$ cat src/rtl/alu_sequencer.sv
// Command sequencer for an external 8-bit combinational ALU: owns a 4x8 register
// file, runs single-cycle ALU ops, LOADI, and MUL as an 8-step shift-add loop.
module alu_sequencer #(
    parameter int NUM_REGS  = 4,
    parameter int MUL_ITERS = 8
) (
    input  logic       clock,
    input  logic       reset,
    input  logic       cmd_valid,
    output logic       cmd_ready,
    input  logic [3:0] cmd_code,
    input  logic [1:0] cmd_rd,
    input  logic [1:0] cmd_rs1,
    input  logic [1:0] cmd_rs2,
    input  logic [7:0] cmd_imm,
    output logic [7:0] alu_r1,
    output logic [7:0] alu_r2,
    output logic [2:0] alu_op,
    input  logic [7:0] alu_out,
    output logic       done,
    output logic [7:0] result,
    output logic       err,
    output logic       busy,
    input  logic [1:0] dbg_addr,
    output logic [7:0] dbg_data,
    output logic [2:0] dbg_state
);

    // Handshake: a command transfers at the rising edge where cmd_valid && cmd_ready;
    // cmd_ready is high only in IDLE, and the requester holds cmd_* stable until then.

    localparam int          CNT_W     = $clog2(MUL_ITERS);
    localparam logic [CNT_W-1:0] LAST_ITER = CNT_W'(MUL_ITERS - 1);
    localparam logic [2:0]  OP_ADD    = 3'd0;
    localparam logic [2:0]  OP_PASS   = 3'd2;
    localparam logic [2:0]  OP_SHL    = 3'd3;

    typedef enum logic [2:0] {
        S_IDLE    = 3'd0,
        S_EXEC    = 3'd1,
        S_LOADI   = 3'd2,
        S_MUL_ADD = 3'd3,
        S_MUL_SHL = 3'd4,
        S_ILLEGAL = 3'd5
    } state_t;

    state_t state;
    state_t state_nx;

    logic [7:0]       regs [NUM_REGS];
    logic [2:0]       op_q;
    logic [1:0]       rd_q;
    logic [1:0]       rs1_q;
    logic [1:0]       rs2_q;
    logic [7:0]       imm_q;
    logic [7:0]       mul_a;
    logic [7:0]       mul_b;
    logic [7:0]       mul_acc;
    logic [CNT_W-1:0] mul_cnt;

    logic       accept;
    logic       mul_last;
    logic       wr_en;
    logic [7:0] wr_data;
    logic       done_nx;
    logic       err_nx;

    assign accept    = cmd_valid && cmd_ready;
    assign mul_last  = (mul_cnt == LAST_ITER);
    assign busy      = (state != S_IDLE);
    assign dbg_data  = regs[dbg_addr];
    assign dbg_state = state;

    // State register
    always_ff @(posedge clock or posedge reset) begin
        if (reset) begin
            state <= S_IDLE;
        end else begin
            state <= state_nx;
        end
    end

    // Next-state logic
    always_comb begin
        state_nx = state;
        case (state)
            S_IDLE: begin
                if (accept) begin
                    if (cmd_code < 4'd8) begin
                        state_nx = S_EXEC;
                    end else if (cmd_code == 4'd8) begin
                        state_nx = S_LOADI;
                    end else if (cmd_code == 4'd9) begin
                        state_nx = S_MUL_ADD;
                    end else begin
                        state_nx = S_ILLEGAL;
                    end
                end
            end
            S_EXEC, S_LOADI, S_ILLEGAL: state_nx = S_IDLE;
            S_MUL_ADD:                  state_nx = S_MUL_SHL;
            S_MUL_SHL:                  state_nx = mul_last ? S_IDLE : S_MUL_ADD;
            default:                    state_nx = S_IDLE;
        endcase
    end

    // Output logic: ALU drive, writeback select and retire pulses
    always_comb begin
        cmd_ready = (state == S_IDLE);
        alu_op    = OP_PASS;
        alu_r1    = '0;
        alu_r2    = '0;
        wr_en     = 1'b0;
        wr_data   = alu_out;
        done_nx   = 1'b0;
        err_nx    = 1'b0;
        case (state)
            S_EXEC: begin
                alu_op  = op_q;
                alu_r1  = regs[rs1_q];
                alu_r2  = regs[rs2_q];
                wr_en   = 1'b1;
                done_nx = 1'b1;
            end
            S_LOADI: begin
                alu_r1  = imm_q;
                wr_en   = 1'b1;
                done_nx = 1'b1;
            end
            S_MUL_ADD: begin
                alu_op = OP_ADD;
                alu_r1 = mul_acc;
                alu_r2 = mul_a;
            end
            S_MUL_SHL: begin
                alu_op = OP_SHL;
                alu_r1 = mul_a;
                if (mul_last) begin
                    wr_en   = 1'b1;
                    wr_data = mul_acc;
                    done_nx = 1'b1;
                end
            end
            S_ILLEGAL: begin
                done_nx = 1'b1;
                err_nx  = 1'b1;
            end
            default: ;
        endcase
    end

    // Command latch and MUL temporaries; operands are snapshotted so rd may alias rs1/rs2
    always_ff @(posedge clock or posedge reset) begin
        if (reset) begin
            op_q    <= '0;
            rd_q    <= '0;
            rs1_q   <= '0;
            rs2_q   <= '0;
            imm_q   <= '0;
            mul_a   <= '0;
            mul_b   <= '0;
            mul_acc <= '0;
            mul_cnt <= '0;
        end else begin
            if (accept) begin
                op_q  <= cmd_code[2:0];
                rd_q  <= cmd_rd;
                rs1_q <= cmd_rs1;
                rs2_q <= cmd_rs2;
                imm_q <= cmd_imm;
                if (cmd_code == 4'd9) begin
                    mul_a   <= regs[cmd_rs1];
                    mul_b   <= regs[cmd_rs2];
                    mul_acc <= '0;
                    mul_cnt <= '0;
                end
            end
            if (state == S_MUL_ADD && mul_b[0]) begin
                mul_acc <= alu_out;
            end
            if (state == S_MUL_SHL) begin
                mul_a   <= alu_out;
                mul_b   <= {1'b0, mul_b[7:1]};
                mul_cnt <= mul_cnt + 1'b1;
            end
        end
    end

    // Register file, result and retire pulses
    always_ff @(posedge clock or posedge reset) begin
        if (reset) begin
            for (int i = 0; i < NUM_REGS; i++) begin
                regs[i] <= '0;
            end
            result <= '0;
            done   <= 1'b0;
            err    <= 1'b0;
        end else begin
            if (wr_en) begin
                regs[rd_q] <= wr_data;
                result     <= wr_data;
            end
            done <= done_nx;
            err  <= err_nx;
        end
    end

endmodule
$ cat config.mk
export PLATFORM = sky130hd
export DESIGN_NAME = alu_sequencer
export DESIGN_NICKNAME = d
export VERILOG_FILES = /design/src/rtl/alu_sequencer.sv
export SDC_FILE = /design/constraint.sdc
export NUM_CORES = 1
export LEC_CHECK = 0
export ABC_AREA = 1
export BUFFER_PORTS_ARGS = -buffer_cell sky130_fd_sc_hd__buf_2
export CORE_AREA = 2 2 109 111
export DETAILED_ROUTE_END_ITERATION = 6
export DIE_AREA = 0 0 111 113
export GPL_ROUTABILITY_DRIVEN = 0
export PLACE_DENSITY = 0.69
export SKIP_LAST_GASP = 1
export SYNTH_ARGS = -nofsm -noshare
export SYNTH_HDL_FRONTEND = slang
export SYNTH_SLANG_ARGS = --single-unit
$ cat constraint.sdc
create_clock -name clock -period 3 [get_ports clock]
set_input_delay 0.15 -clock clock [delete_from_list [all_inputs] [get_ports clock]]
set_output_delay 0.15 -clock clock [all_outputs]
set_load 0.05 [all_outputs]
# Word-level counts from Yosys, hierarchy flattened
# Cells that the tools add are included.
[classes]
order_cmp = 8
mux = 45
n_reduce_logical = 13
eq_ne = 9
addsub = 1
bitwise_logic = 6
[op_table]
columns = ["operator", "n"]
rows = [
  ["two-way mux 8 bit", 22],
  ["binary-select mux 8 bit (select 2 bit)", 5],
  ["bitwise mux 32 bit", 1],
  ["one-hot mux 8 bit (4 select lines)", 1],
  ["two-way mux 3 bit", 7],
  [">= comparator 3 bit, second input constant", 6],
  ["inverter 2 -> 3 bit", 6],
  ["one-hot mux 3 bit (3 select lines)", 2],
  ["demux 8 bit (select 2 bit)", 1],
  ["one-hot mux 8 bit (2 select lines)", 1],
  ["== test 3 bit, second input constant", 3],
  ["== test 4 bit, second input constant", 2],
  ["nonzero test 2 bit", 4],
  ["== test 3 x 2 -> 1 bit, second input constant", 2],
  ["< comparator 4 bit, second input constant", 1],
  ["one-hot mux 1 bit (2 select lines)", 2],
  ["AND reduction 2 bit", 2],
  ["adder 3 x 1 -> 3 bit, second input constant", 1],
  ["== test 3 x 1 -> 1 bit, second input constant", 1],
  ["logical AND 1 bit", 3],
  ["logical NOT 3 bit", 1],
  ["< comparator 3 x 1 -> 1 bit, second input constant", 1],
  ["nonzero test 3 bit", 1],
  ["OR reduction 3 bit", 1],
  ["4 further kinds", 5],
]
[totals]
wordCells = 99
regBits = 89
out_inout_bits = 42

# Depth between registers and ports, before layout
[logic_depth]
depth_word = 7
depth_mapped = 10
ltp_nobuf = 9

# Worst setup path before layout
# Ideal clock, no wire load.
[synth_timing]
kind = "register to output"
start = "register state[0] (netlist: dbg_state[0])"
end = "output alu_r2[0]"
path_slack_ns = 0.538
t_required_ns = 2.850
path_buffers = 0
t_arrival_ns = 2.312
path_stages_with_launch = 7
cell_sequence = "dfrtp_1 inv_2 nor2_4 nand2_2 inv_2 nand2_1 o21ai_0"
[synth_between]
elab_chain_len = 2
elab_cells_between_ends = 3
classes_between = "eq/ne: 2; mux: 1"
[synth_lines]
columns = ["item", "line_no", "rtl"]
rows = [
  ["start: declaration", "47", "state_t state;"],
  ["start signal: assignment", "79", "state <= state_nx;"],
  ["== test 3 x 2 -> 1 bit / == test 3 x 1 -> 1 bit (equally long branches)", "117", "case (state)"],
  ["one-hot mux 8 bit (2 select lines) (*)", "117", ""],
  ["end: declaration", "17", "output logic [7:0] alu_r2,"],
]
# Mark *: on every way between the ends. The rest lies on a longest branch, timed or not.

# Worst setup path in the final report
[layout_timing]
start = "register rs1_q[0]"
end = "output alu_r1[5]"
[layout_between]
elab_chain_len = 5
[layout_lines]
columns = ["item", "line_no", "rtl"]
rows = [
  ["start: declaration", "53", "logic [1:0] rs1_q;"],
  ["start signal: assignment", "168", "rs1_q <= cmd_rs1;"],
  ["inverter 2 -> 3 bit (implied by the code)", "120", "alu_r1 = regs[rs1_q];"],
  ["binary-select mux 8 bit (select 2 bit)", "120", ""],
  ["two-way mux 8 bit (implied by the code) (2 in a row)", "120", ""],
  ["one-hot mux 8 bit (4 select lines)", "117", ""],
  ["end: declaration", "16", "output logic [7:0] alu_r1,"],
]
# No other way between the ends. The select of a mux whose other input is x is not followed.

==> summary.md <==
| Metric | Value |
|---|---|
| Final cell count without fillers | `about 1.1k` |
| Placed insts | `1030` |
| Post-synth net total | `883` |
| Slew HR | `between 40 and 50%` |
| Post-CTS Setup Bufs | `0` |
| Synth Instances | `850` |
| Fin crit share | `about four fifths` |
| Worst skew pair latency | `between 0.3 and 0.4 ns` |
| CP Max Fanout | `23` |
| Drt pass-1 iters | `7` |
| Cell Rows | `39` |
| #FFs+latches synth | `89` |
| Layout Utilization | `55.92%` |
| Tot GR Track Use | `28.59%` |
| Reg clk slew, reported paths | `around 0.070 ns` |
| Die Width | `111 um` |
| Synth top cells by count | `nand2_1, dfrtp_1, nand3_1` |
| Initial core utilization | `49.25%` |
| Via/cell ratio | `~5.4` |
| Root Buffer | `clkbuf_16` |
| Post-Route WL | `between 15000 and 20000 um` |
| TritonCTS Buffers | `9` |
| Seq/Total Area, Yosys | `40.12%` |
| Total Power | `about 8300 uW` |
| Hold Crit Class | `input port to flip-flop` |
| First-pass GRT wire length | `roughly 28000 um` |
| Initial antenna violation count | `0` |
| Fin crit period | `2.455 ns` |
| Post-synth cell types | `24` |
| Routed wire length per instance | `16.68 um` |
| TritonCTS clock tree | `yes` |
| P_leak | `around 0.0034 uW` |
| Pre-CTS WS | `0.9283 ns` |
| Post-Syn Area | `0.005552 sq mm` |
| Htree depth | `3` |
| I/O Pins | `73` |
| Max VDD drop | `1364 uV` |
| Largest net degree at the start of global routing | `49` |
| Longest Clk Path Bufs | `2` |
| Vias in the first global route | `about 5.2k` |
| Largest area contributor in the netlist | `dfrtp_1` |
| Area of the die | `0.01254 sq mm` |
| Dpl hpwl | `12430 um` |
| Worst setup path class | `flip-flop to primary output` |
| Remaining antenna violation count | `0` |
| First DRT Iteration DRCs | `482` |
| Slew Viols, Final | `0` |
| WP data required | `approximately 2.9 ns` |
| Max Cap Viol | `0` |
| Post-route DRC | `0` |
| Final hold vios | `0` |
| Startpoint Class | `flip-flop` |
| Most used DFF post-synth | `dfrtp_1` |
| Min setup slack post-route | `roughly 0.54 ns` |
| Setup tns final | `0 ns` |
| Power Density | `1317 mW/mm^2` |
| Layout cells sized above 1 | `about an eighth` |
| Die height | `113 um` |
| Count leader, synth | `nand2_1` |
| Synth-to-layout area growth | `13.55%` |
| Critical path endpoint category | `primary output` |
| RSZ-0062 raised after global routing | `no` |
| Fmax achieved | `407.3 MHz` |
| Ys Warns | `0` |
| Setup-failing EPs final | `0` |
| Worst Path Arrival | `2.31 ns` |
| Post-synth top area share | `40.12%` |
| PortBufs | `72` |
| NumNets Final | `938` |
| Post-synth EDFFs | `0` |
| Measured slew at the worst slew-check pin | `0.8417 ns` |
| Core area | `0.01127 sq mm` |
| Synth Area per Inst | `6.531 sq um` |
| ANT cells | `0` |
| Vias | `5696` |
| Skew final | `0.01034 ns` |
| Gr ovfl total | `0` |
| Status | `finished clean` |
| Async S/R FF share, synth | `100.0%` |
| Top post-synthesis cells by area | `dfrtp_1, nand2_1, nand3_1, o21ai_0, inv_1` |
| Clk sinks | `89` |
-- registers in the layout (all words and copies together) (netlist names) --
name and cells:
regs 32, imm_q 8, mul_a 8, mul_acc 8, mul_b 8, result 8, dbg_state 3, mul_cnt 3
op_q 3, rd_q 2, rs1_q 2, rs2_q 2, done 1, err 1
-- power breakdown --
| part | switching [uW] | internal, uW |
|---|---|---|
| sequential | 763 | 1780 |
| combinational | 3410 | 1160 |
| clock | 535 | 663 |
| total | 4700 | 3600 |
-- routing by layer --
metal	wire length, um	track usage, %
met1	7581	40.58
met3	1533	4.178
met4	328	9.583
met5	0	0
met2	8126	45.36
-- worst paths after layout --
path / from / endpoint / slack [ns] / cells past startpoint
max: rs1_q[0]$_DFFE_PP0P_ / alu_r1[5] / 0.54 / 6
min: cmd_imm[5] / imm_q[5]$_DFFE_PP0P_ / 0.01 / 3
max reg2reg: mul_cnt[0]$_DFFE_PP0P_ / regs[29]$_DFFE_PP0P_ / 0.90 / 8
min reg2reg: imm_q[1]$_DFFE_PP0P_ / imm_q[1]$_DFFE_PP0P_ / 0.48 / 2
max in group asynchronous: reset / mul_a[6]$_DFFE_PP0P_ / 1.84 / 4
min in group asynchronous: reset / mul_acc[0]$_DFFE_PP0P_ / 0.46 / 3
-- cells in the final DEF, fill, tap and decap left out, types with 4 or more instances in the layout --
| master | Yosys | final |
|---|---|---|
| clkbuf_16 | 0 | 9 |
| o21ai_1 | 9 | 9 |
| dfrtp_1 | 89 | 89 |
| clkinv_1 | 4 | 4 |
| nor2_1 | 55 | 55 |
| dlygate4sd3_1 | 0 | 7 |
| buf_2 | 17 | 72 |
| nand3_1 | 86 | 86 |
| nand2_1 | 371 | 371 |
| nand2_2 | 4 | 4 |
| o21ai_0 | 63 | 63 |
| inv_2 | 6 | 6 |
| inv_1 | 61 | 60 |
| o211ai_1 | 13 | 13 |
| a21oi_1 | 38 | 38 |
-- cell families (layout without fill, tap and decap cells) --
group / Yosys count / in the layout / share of synthesized area (%)
and+or+nand+nor: 525 / 525 / 38.99
AOI/OAI and AO/OA: 124 / 124 / 11.79
buffers and inverters: 110 / 170 / 8.654
DFF: 89 / 89 / 40.12
adders and majority gates: 2 / 2 / 0.4507
-- timing repair --
| item | CTS | global route |
|---|---|---|
| endpoints found under the setup margin | 0 | 0 |
| hold buffers | 7 | 0 |
| endpoints found under the hold margin | 47 | 0 |
| resized for setup | 0 | 0 |
-- critical path, cell delays in order (launching register included) --
cell,delay [ns]
dfrtp_1,0.62
inv_1,0.38
nor2_1,0.06
o21ai_0,0.36
nand2_1,0.17
nand2_1,0.10
buf_2,0.26
-- metrics by stage --
step | hold slack [ns] | cell area, sq um
global route | 0.03813 | 6304
detailed placement | 0.2976 | 5921
global placement | 0.2996 | 5921
finish | 0.01253 | 6304
CTS | 0.008876 | 6304
floorplan | 0.2666 | 5552
-- final cells by class --
cell class	instances	area, sq um
well taps	143	178.9
fillers	1125	4969
inverters	71	267.8
multi-input cells	651	2844
repair buffers	83	473.0
flip-flops and latches	89	2227
clock inverters	7	87.58
clock buffers	9	225.2
(Power assumes the default switching activity.)
